==> src/rtl/rd_image_scaler_if.sv <==
// rd_image_scaler_if: pixel-path bundle between the display timing generator,
// the external image ROM, the image reader and the HDMI encoder input.
//
// Signals:
//   frame_start  one-cycle pulse, restart the scan at pixel (0,0)
//   rd_req       one pixel request per high cycle
//   rom_addr     ROM address presented by the reader
//   rom_dout     ROM read data, ROM_LAT clocks after the address is sampled
//   rd_data      pixel to the encoder, BG colour while rd_valid is low
//   rd_valid     rd_data qualifier
//   frame_done   one-cycle pulse after the last request of an output frame
//
// Handshake: rd_req is a strobe with no backpressure. Every high cycle is
// accepted and produces exactly one rd_valid cycle a fixed latency later,
// in request order. rd_data is meaningful only while rd_valid is high.
//
// Modports:
//   slave   the reader (rd_image_scaler)
//   master  the environment: timing generator, ROM and encoder side
interface rd_image_scaler_if #(
  parameter int DATA_W = 24,
  parameter int ADDR_W = 16
);
  logic              frame_start;
  logic              rd_req;
  logic [ADDR_W-1:0] rom_addr;
  logic [DATA_W-1:0] rom_dout;
  logic [DATA_W-1:0] rd_data;
  logic              rd_valid;
  logic              frame_done;

  modport slave (
    input  frame_start, rd_req, rom_dout,
    output rom_addr, rd_data, rd_valid, frame_done
  );

  modport master (
    output frame_start, rd_req, rom_dout,
    input  rom_addr, rd_data, rd_valid, frame_done
  );
endinterface

==> src/rtl/rd_image_scaler.sv <==
// rd_image_scaler: streams an IMG_W x IMG_H image out of a synchronous ROM,
// one pixel per rd_req, with integer pixel replication (SCALE_X) and line
// repetition (SCALE_Y). rd_data/rd_valid appear ROM_LAT+1 clocks after the
// request. frame_start restarts the scan; frame_done marks the end of an
// output frame.
//
// Ports:
//   clk  pixel clock
//   rst  asynchronous, active-low reset
//   bus  rd_image_scaler_if.slave (frame_start, rd_req, rom_dout in;
//        rom_addr, rd_data, rd_valid, frame_done out)
module rd_image_scaler #(
  parameter int              IMG_W    = 256,
  parameter int              IMG_H    = 256,
  parameter int              DATA_W   = 24,
  parameter int              ADDR_W   = 16,
  parameter int              SCALE_X  = 1,
  parameter int              SCALE_Y  = 1,
  parameter int              ROM_LAT  = 1,
  parameter logic [DATA_W-1:0] BG_COLOR = '0
) (
  input logic               clk,
  input logic               rst,
  rd_image_scaler_if.slave  bus
);

  localparam int SXW = (SCALE_X > 1) ? $clog2(SCALE_X) : 1;
  localparam int SYW = (SCALE_Y > 1) ? $clog2(SCALE_Y) : 1;
  localparam int CW  = (IMG_W > 1) ? $clog2(IMG_W) : 1;
  localparam int RW  = (IMG_H > 1) ? $clog2(IMG_H) : 1;

  localparam logic [SXW-1:0]    SX_MAX   = SXW'(SCALE_X - 1);
  localparam logic [SYW-1:0]    SY_MAX   = SYW'(SCALE_Y - 1);
  localparam logic [CW-1:0]     COL_MAX  = CW'(IMG_W - 1);
  localparam logic [RW-1:0]     ROW_MAX  = RW'(IMG_H - 1);
  localparam logic [ADDR_W-1:0] ROW_STEP = ADDR_W'(IMG_W);

  logic [SXW-1:0]    sub_x, sub_x_nxt;
  logic [CW-1:0]     col, col_nxt;
  logic [SYW-1:0]    sub_y, sub_y_nxt;
  logic [RW-1:0]     row, row_nxt;
  logic [ADDR_W-1:0] row_base, row_base_nxt;
  logic              done_nxt;

  logic [ROM_LAT-1:0] vpipe;
  logic [DATA_W-1:0]  rd_data_q;
  logic               rd_valid_q;
  logic               frame_done_q;

  // frame_start forces the origin combinationally, so a request in the same
  // cycle reads pixel (0,0) and the counters step from there.
  assign bus.rom_addr = bus.frame_start ? '0 : (row_base + ADDR_W'(col));

  always_comb begin
    sub_x_nxt    = bus.frame_start ? '0 : sub_x;
    col_nxt      = bus.frame_start ? '0 : col;
    sub_y_nxt    = bus.frame_start ? '0 : sub_y;
    row_nxt      = bus.frame_start ? '0 : row;
    row_base_nxt = bus.frame_start ? '0 : row_base;
    done_nxt     = 1'b0;
    if (bus.rd_req) begin
      if (sub_x_nxt != SX_MAX) begin
        sub_x_nxt = sub_x_nxt + SXW'(1);
      end else begin
        sub_x_nxt = '0;
        if (col_nxt != COL_MAX) begin
          col_nxt = col_nxt + CW'(1);
        end else begin
          // End of a line: row_base is held so the line repeats SCALE_Y times.
          col_nxt = '0;
          if (sub_y_nxt != SY_MAX) begin
            sub_y_nxt = sub_y_nxt + SYW'(1);
          end else begin
            sub_y_nxt = '0;
            if (row_nxt != ROW_MAX) begin
              row_nxt      = row_nxt + RW'(1);
              row_base_nxt = row_base_nxt + ROW_STEP;
            end else begin
              row_nxt      = '0;
              row_base_nxt = '0;
              // A restart in the same cycle owns the frame boundary.
              done_nxt     = !bus.frame_start;
            end
          end
        end
      end
    end
  end

  always_ff @(posedge clk or negedge rst) begin
    if (!rst) begin
      sub_x        <= '0;
      col          <= '0;
      sub_y        <= '0;
      row          <= '0;
      row_base     <= '0;
      frame_done_q <= 1'b0;
      vpipe        <= '0;
      rd_valid_q   <= 1'b0;
      rd_data_q    <= BG_COLOR;
    end else begin
      sub_x        <= sub_x_nxt;
      col          <= col_nxt;
      sub_y        <= sub_y_nxt;
      row          <= row_nxt;
      row_base     <= row_base_nxt;
      frame_done_q <= done_nxt;
      // vpipe[i] marks a request issued i+1 clocks ago; the last stage lines
      // up with rom_dout, and the output register adds the final clock.
      vpipe[0]     <= bus.rd_req;
      for (int i = 1; i < ROM_LAT; i++) begin
        vpipe[i] <= vpipe[i-1];
      end
      rd_valid_q   <= vpipe[ROM_LAT-1];
      rd_data_q    <= vpipe[ROM_LAT-1] ? bus.rom_dout : BG_COLOR;
    end
  end

  assign bus.rd_data    = rd_data_q;
  assign bus.rd_valid   = rd_valid_q;
  assign bus.frame_done = frame_done_q;

endmodule
==> src/flat_wrapper.sv <==
// flat-port wrapper written by rule: the top's interface ports become plain ports
module rd_image_scaler_flat 
#(
  parameter int              IMG_W    = 256,
  parameter int              IMG_H    = 256,
  parameter int              DATA_W   = 24,
  parameter int              ADDR_W   = 16,
  parameter int              SCALE_X  = 1,
  parameter int              SCALE_Y  = 1,
  parameter int              ROM_LAT  = 1,
  parameter logic [DATA_W-1:0] BG_COLOR = '0
)
  (clk, rst, bus_frame_start, bus_rd_req, bus_rom_dout, bus_rom_addr, bus_rd_data, bus_rd_valid, bus_frame_done);
  rd_image_scaler_if #(.DATA_W(DATA_W), .ADDR_W(ADDR_W)) bus_i ();
  input logic clk;
  input logic rst;
  input wire logic [$bits(bus_i.frame_start)-1:0] bus_frame_start;
  input wire logic [$bits(bus_i.rd_req)-1:0] bus_rd_req;
  input wire logic [$bits(bus_i.rom_dout)-1:0] bus_rom_dout;
  output wire logic [$bits(bus_i.rom_addr)-1:0] bus_rom_addr;
  output wire logic [$bits(bus_i.rd_data)-1:0] bus_rd_data;
  output wire logic [$bits(bus_i.rd_valid)-1:0] bus_rd_valid;
  output wire logic [$bits(bus_i.frame_done)-1:0] bus_frame_done;
  assign bus_i.frame_start = bus_frame_start;
  assign bus_i.rd_req = bus_rd_req;
  assign bus_i.rom_dout = bus_rom_dout;
  assign bus_rom_addr = bus_i.rom_addr;
  assign bus_rd_data = bus_i.rd_data;
  assign bus_rd_valid = bus_i.rd_valid;
  assign bus_frame_done = bus_i.frame_done;
  rd_image_scaler #(.IMG_W(IMG_W), .IMG_H(IMG_H), .DATA_W(DATA_W), .ADDR_W(ADDR_W), .SCALE_X(SCALE_X), .SCALE_Y(SCALE_Y), .ROM_LAT(ROM_LAT), .BG_COLOR(BG_COLOR)) u_core (.clk(clk), .rst(rst), .bus(bus_i));
endmodule
==> config.mk <==
export PLATFORM = sky130hd
export DESIGN_NAME = rd_image_scaler_flat
export DESIGN_NICKNAME = d
export VERILOG_FILES = /design/src/rtl/rd_image_scaler_if.sv /design/src/rtl/rd_image_scaler.sv /design/src/flat_wrapper.sv
export SDC_FILE = /design/constraint.sdc
export NUM_CORES = 1
export LEC_CHECK = 0
export BUFFER_PORTS_ARGS = -buffer_cell sky130_fd_sc_hd__buf_2
export CORE_MARGIN = 5
export CORE_UTILIZATION = 30
export DETAILED_ROUTE_END_ITERATION = 8
export PLACE_DENSITY = 0.53
export SYNTH_ARGS = -nofsm -noshare
export SYNTH_HDL_FRONTEND = slang
export SYNTH_SLANG_ARGS = --single-unit
==> constraint.sdc <==
create_clock -name clk -period 4.68 [get_ports clk]
set_clock_uncertainty 0.15 [all_clocks]
set_input_delay 0.234 -clock clk [delete_from_list [all_inputs] [get_ports clk]]
set_output_delay 0.234 -clock clk [all_outputs]
set_load 0.02 [all_outputs]
==> impl_metrics.ini, run 1 <==
[status]
status = finished, final reports clean

[placed_design]
place_ws_ns = 1.80
hpwl_um = 4950
portBuffers = 69
routabilityCongestion = 0.787

[clock_network]
cts_root_buf = clkbuf_8
cts_tree = done
post_cts_buffers = 0
h-tree-depth = 3
clk_latency_ns = 0.33
cts_buffer_depth = 2
clk_pin_slew_ns = 0.07
numCtsBuffers = 9
cts_sinks = 61

[timing]
drv_slew = 0
finalCritPeriodShare = 0.660
layout_setup_ws_ns = 1.59
fmax_mhz = 324
tightestPinTransition_ns = 0.830
slew_headroom = 0.446
finalSetupTns_ns = 0
hold_viol = 0
fin_crit_ns = 3.09
finalSetupViolations = 0
rsz0062_at_grt = false

[final_layout]
fin_nets = 455
syn2layout_area_growth_pct = 29.2
antennaDiodeCount = 0
register_area_um2 = 1530
fillers = 1012
drive_gt1_frac = 0.233
multiInputGateArea_um2 = 1520

[worst_setup_path]
rr_startpoint = u_core.col[0]
reg2regPathDepth = 7
cp.arrival_ns = 2.71
path_max_fanout = 5
rrSetupSlack_ns = 2.09
r2r_end = u_core.row[7]
crit_path_end_kind = primary output
required_ns = 4.30
critical_path_class = flip-flop to primary output
startpoint_type = flip-flop

[grt]
track_usage = 0.121
grt-ovfl-total = 0
grt_pass1_vias = 2574
grt_pass1_wl_um = 12500
grt_max_degree = 62
antenna_found_initial = 0

[synthesis]
yosysMostFrequentCell = dfrtp_1
synth_top_family_by_area = simple AND/OR/NAND/NOR gates
async_flop_share = 1.00
yosys.area.top_type = dfrtp_1
synth_fp_nets = 358
yosysUniqueCellTypes = 50
synth-compound-area-share = 0.122
synth_mux_area_frac = 0.0100
synthCells = 318
yosysTopAreaCellShare = 0.488
yosys_register_bits = 61
syn_avg_cell_area_um2 = 9.83
synthTopCellsByCount = 61 x dfrtp_1, 37 x and2_1, 33 x nor2_1
ys_seq_area_frac = 0.488
yosysWarnings = 0
synth_edf_count = 0
synthTopCellsByArea = dfrtp_1 49%, and2_1 7.4%, ha_1 4.4%
synthAdderAreaFrac = 0.0504
ys.flop_type = dfrtp_1
syn_area_um2 = 3130
synth_xor_area_frac = 0.0308
yosys.area_share.simple = 0.272

[min_path]
hold_depth = 1
worstHoldStart = u_core.row_base[4]
worstHoldEndpoint = u_core.row_base[4]
min_path_type = flip-flop to flip-flop

[pwr]
vdd_drop_max_uv = 182
p_switching_uw = 271
p_sw_frac = 0.247
pwr-share-seq = 0.499
p_per_area_nw_per_um2 = 272
pwr-share-clk = 0.415
p_int_uw = 827
p_leak_uw = 0.00195
p_comb_frac = 0.086

[drt]
drt-total-wl_um = 7340
wire_per_inst_um = 13.2
first_iter_violations = 124
vias = 2581
postRouteAntennaNets = 0
dr.pass1.iters = 4
drc = 0
viasPerCell = 4.64

[floorplan]
die_y_um = 112
core-area_um2 = 10200
start_util = 0.306
boundaryPins = 70
rows = 37
die_w_um = 112
die_area_um2 = 12600

[run]
cap_violations = 0
power by group through the flow:
stage | Combinational [uW] | Clock, uW | Sequential, uW
floorplan | 27.3 | 0 | 570
global placement | 78.9 | 0 | 558
detailed placement | 79.5 | 0 | 558
CTS | 95.8 | 470 | 548
global route | 106 | 494 | 549
finish | 94.5 | 455 | 548
critical path, cell delays in order, from the launching register on:
cell and delay (ns):
dfrtp_1 0.40, ha_1 0.19, inv_1 0.05, fa_1 0.38, nor2b_1 0.22, o31a_1 0.27, o21ai_0 0.18, or3_1 0.37
a21oi_1 0.14, buf_2 0.19
stage by stage:
step | hold slack, ns | cell area [um^2] | util | power [uW] | std cells
floorplan | -0.212 | 3130 | - | 598 | 318
global placement | 0.287 | 3590 | 0.351 | 637 | 514
detailed placement | 0.290 | 3590 | 0.351 | 637 | 514
CTS | 0.344 | 4040 | 0.395 | 1110 | 556
global route | 0.355 | 4040 | 0.395 | 1150 | 556
finish | 0.345 | 4040 | 0.395 | 1100 | 556
kinds of logic (layout without fill, tap and decap cells):
kind of cell,Yosys count,in the layout
xor+xnor,11,11
compound gates,62,62
flops,61,61
fa+ha+maj,12,12
simple gates,153,153
mux,3,3
buf+inv,16,118
layout make-up:
cell class,instances,share of cell area
flip-flops and latches,61,0.378
multi-input cells,241,0.375
repair buffers,96,0.152
well taps,136,0.0421
clock buffers,10,0.0316
clock inverters,6,0.0158
inverters,6,0.00557
state kept, by name, summed over array words and instances (netlist names):
| name | flops |
|---|---|
| u_core.bus.frame_done | 1 |
| u_core.bus.rd_data | 24 |
| u_core.bus.rd_valid | 1 |
| u_core.col | 8 |
| u_core.row | 8 |
| u_core.row_base | 16 |
| u_core.sub_x | 1 |
| u_core.sub_y | 1 |
| u_core.vpipe | 1 |
layer usage:
metal / global-route usage / share of wire / vias to the layer above
met4: 0.0497 / 0.017 / 0
met3: 0.0437 / 0.082 / 10
met1: 0.162 / 0.47 / 1201
li1: - / - / 1298
met2: 0.177 / 0.43 / 72
met5: 0 / 0 / -
worst max-delay path by stage:
stage / startpoint / endpoint / slack [ns] / depth (start not counted)
floorplan: u_core.col[0] / bus_rom_addr[14] / 2.11 / 8
global placement: bus_frame_start / u_core.row[7] / 1.87 / 9
detailed placement: bus_frame_start / u_core.row[7] / 1.80 / 9
CTS: u_core.col[0] / bus_rom_addr[14] / 1.58 / 9
global route: u_core.col[0] / bus_rom_addr[14] / 1.40 / 9
finish: u_core.col[0] / bus_rom_addr[14] / 1.59 / 9
cell usage in the layout, fill, tap and decap left out, types with 3 or more instances in the layout:
| cell | synthesis | final |
|---|---|---|
| clkbuf_8 | 2 | 9 |
| dfrtp_1 | 61 | 61 |
| nor2_1 | 33 | 33 |
| nor2b_1 | 10 | 10 |
| ha_1 | 11 | 11 |
| o211ai_1 | 4 | 4 |
| a21o_1 | 3 | 3 |
| xnor2_1 | 4 | 4 |
| or4_1 | 3 | 3 |
| o21a_1 | 4 | 4 |
| xor2_1 | 7 | 7 |
| buf_2 | 0 | 69 |
| a31oi_1 | 4 | 4 |
| nand2b_1 | 8 | 8 |
| nand2_1 | 25 | 25 |
| dlygate4sd3_1 | 0 | 26 |
| or3_2 | 3 | 3 |
| and2_1 | 37 | 37 |
| nand3_1 | 6 | 6 |
| a21oi_1 | 18 | 18 |
| inv_1 | 6 | 6 |
| or3_1 | 3 | 3 |
| nand4_1 | 8 | 8 |
| nor3_1 | 4 | 4 |
| o21ai_0 | 17 | 17 |
what timing repair did:
action	4_1_cts	5_1_grt
resized for setup	0	0
hold endpoints to repair	87	0
hold buffers	26	0
endpoints found under the setup margin	0	0
(Power assumes the default switching activity.)
==> inputs of run 2 (changes only) <==
clock period = 3.1 ns   (was 4.68 ns; I/O delays follow)
==> impl_metrics.ini, run 2 (same netlist as run 1, synthesis figures left out) <==
[final_layout]
antennaDiodeCount = 0
fin_nets = 458
largest_reg_flops = 24
layout_commonest_cell = buf_2
mostFrequentLayoutCells = 69 x buf_2, 61 x dfrtp_1, 37 x and2_1, 33 x nor2_1, 26 x dlygate4sd3_1
syn2layout_area_growth_pct = 31.6
drive_gt1_frac = 0.239
fillers = 1020

[worst_setup_path]
path_max_fanout = 5
cp.depth = 9
reg2regPathDepth = 7
critPathBufInv = 2
startpoint_type = flip-flop
required_ns = 2.79
critical_path_class = flip-flop to primary output
cp.arrival_ns = 2.59
crit_path_end_kind = primary output
path_cells = ha_1 > inv_1 > fa_1 > nor2b_2 > o31a_1 > o21ai_1 > or3_1 > a21oi_1 > buf_2
max_stage_delay_ns = 0.40
cp_slowest_cell = dfrtp_1
path_delay_family = adder cells

[placed_design]
place_ws_ns = 0.472
hpwl_um = 5060
portBuffers = 69
routabilityCongestion = 0.766

[min_path]
hold_depth = 2
min_path_type = input pin to flip-flop

[pwr]
p_per_area_nw_per_um2 = 445
pwr-share-seq = 0.452
p_leak_uw = 0.00199
p_sw_frac = 0.216
vdd_drop_max_uv = 278
p_int_uw = 1440
p_comb_frac = 0.079
p_switching_uw = 396
pwr-share-clk = 0.470

[floorplan]
start_util = 0.306
die_w_um = 112
core-area_um2 = 10200
die_area_um2 = 12600
die_y_um = 112
boundaryPins = 70
rows = 37

[drt]
wire_per_inst_um = 13.3
vias = 2576
viasPerCell = 4.61
dr.pass1.iters = 4
first_iter_violations = 94
drt-total-wl_um = 7410
drc = 0
postRouteAntennaNets = 0

[timing]
rsz0062_at_grt = false
finalCritPeriodShare = 0.935
fin_crit_ns = 2.90
finalSetupViolations = 0
tightestPinTransition_ns = 0.770
hold_viol = 0
drv_slew = 0
fmax_mhz = 345
layout_setup_ws_ns = 0.202
slew_headroom = 0.487
finalSetupTns_ns = 0

[status]
status = finished, final reports clean

[grt]
antenna_found_initial = 0
grt-ovfl-total = 0
grt_max_degree = 62
grt_pass1_vias = 2630
track_usage = 0.123
grt_pass1_wl_um = 12800

[clock_network]
numCtsBuffers = 9
cts_tree = done
h-tree-depth = 3
cts_root_buf = clkbuf_8
cts_sinks = 61
cts_buffer_depth = 2
clk_pin_slew_ns = 0.07
clk_latency_ns = 0.33

[run]
cap_violations = 0
## run 2: timing repair
action,4_1_cts,5_1_grt
gates resized for setup,0,2
hold endpoints to repair,87,0
hold buffers,26,0
buffers inserted,0,0
endpoints found under the setup margin,0,1
## run 2: metrics by stage
stage                util  total power [uW]  cells  hold slack, ns  instance area (um^2)
floorplan               -               902    318          -0.291                  3130
global placement    0.353               961    517           0.211                  3610
detailed placement  0.353               963    517           0.214                  3610
CTS                 0.402              1850    559           0.132                  4110
global route        0.402              1910    559           0.161                  4110
finish              0.402              1830    559           0.138                  4110
## run 2: power by group through the flow
| stage | Sequential (uW) | Clock (uW) | Combinational (uW) |
|---|---|---|---|
| 6_report | 827 | 860 | 144 |
| 5_1_grt | 830 | 919 | 162 |
| 4_1_cts | 827 | 881 | 146 |
| 3_5_place_dp | 842 | 0 | 121 |
| 3_3_place_gp | 841 | 0 | 120 |
| 2_1_floorplan | 861 | 0 | 41.3 |
## run 2: final cells by class
class,instances,area [um^2],share of cell area
Clock inverter,4,95.1,0.0231
Timing Repair Buffer,99,636,0.155
Tap cell,136,170,0.0414
Clock buffer,12,145,0.0353
Inverter,6,22.5,0.00547
Multi-Input combinational cell,241,1520,0.369
Sequential cell,61,1530,0.371
## run 2: routing by layer
layer	part of all wire	track usage	vias to the layer above
met5	0	0	-
met4	0.0086	0.0385	0
met3	0.088	0.0426	6
met2	0.44	0.189	90
met1	0.47	0.163	1176
li1	-	-	1304
## run 2: worst reg2reg max path, stage by stage (launching register included)
cell     delay, ns
dfrtp_1       0.40
nor2b_1       0.24
ha_1          0.22
nand3_2       0.11
nor3b_4       0.27
nand2_1       0.32
or4_1         0.62
nand2_1       0.08
## run 2: worst paths after layout
path                       slack [ns]          startpoint                     to
max in group asynchronous        1.92                 rst          u_core.col[4]
min in group asynchronous        0.38                 rst  u_core.bus.rd_data[4]
max reg2reg                      0.63       u_core.col[0]          u_core.row[7]
min reg2reg                      0.34  u_core.row_base[7]     u_core.row_base[7]
min                              0.14     bus_frame_start          u_core.row[6]
max                              0.20       u_core.col[0]       bus_rom_addr[14]
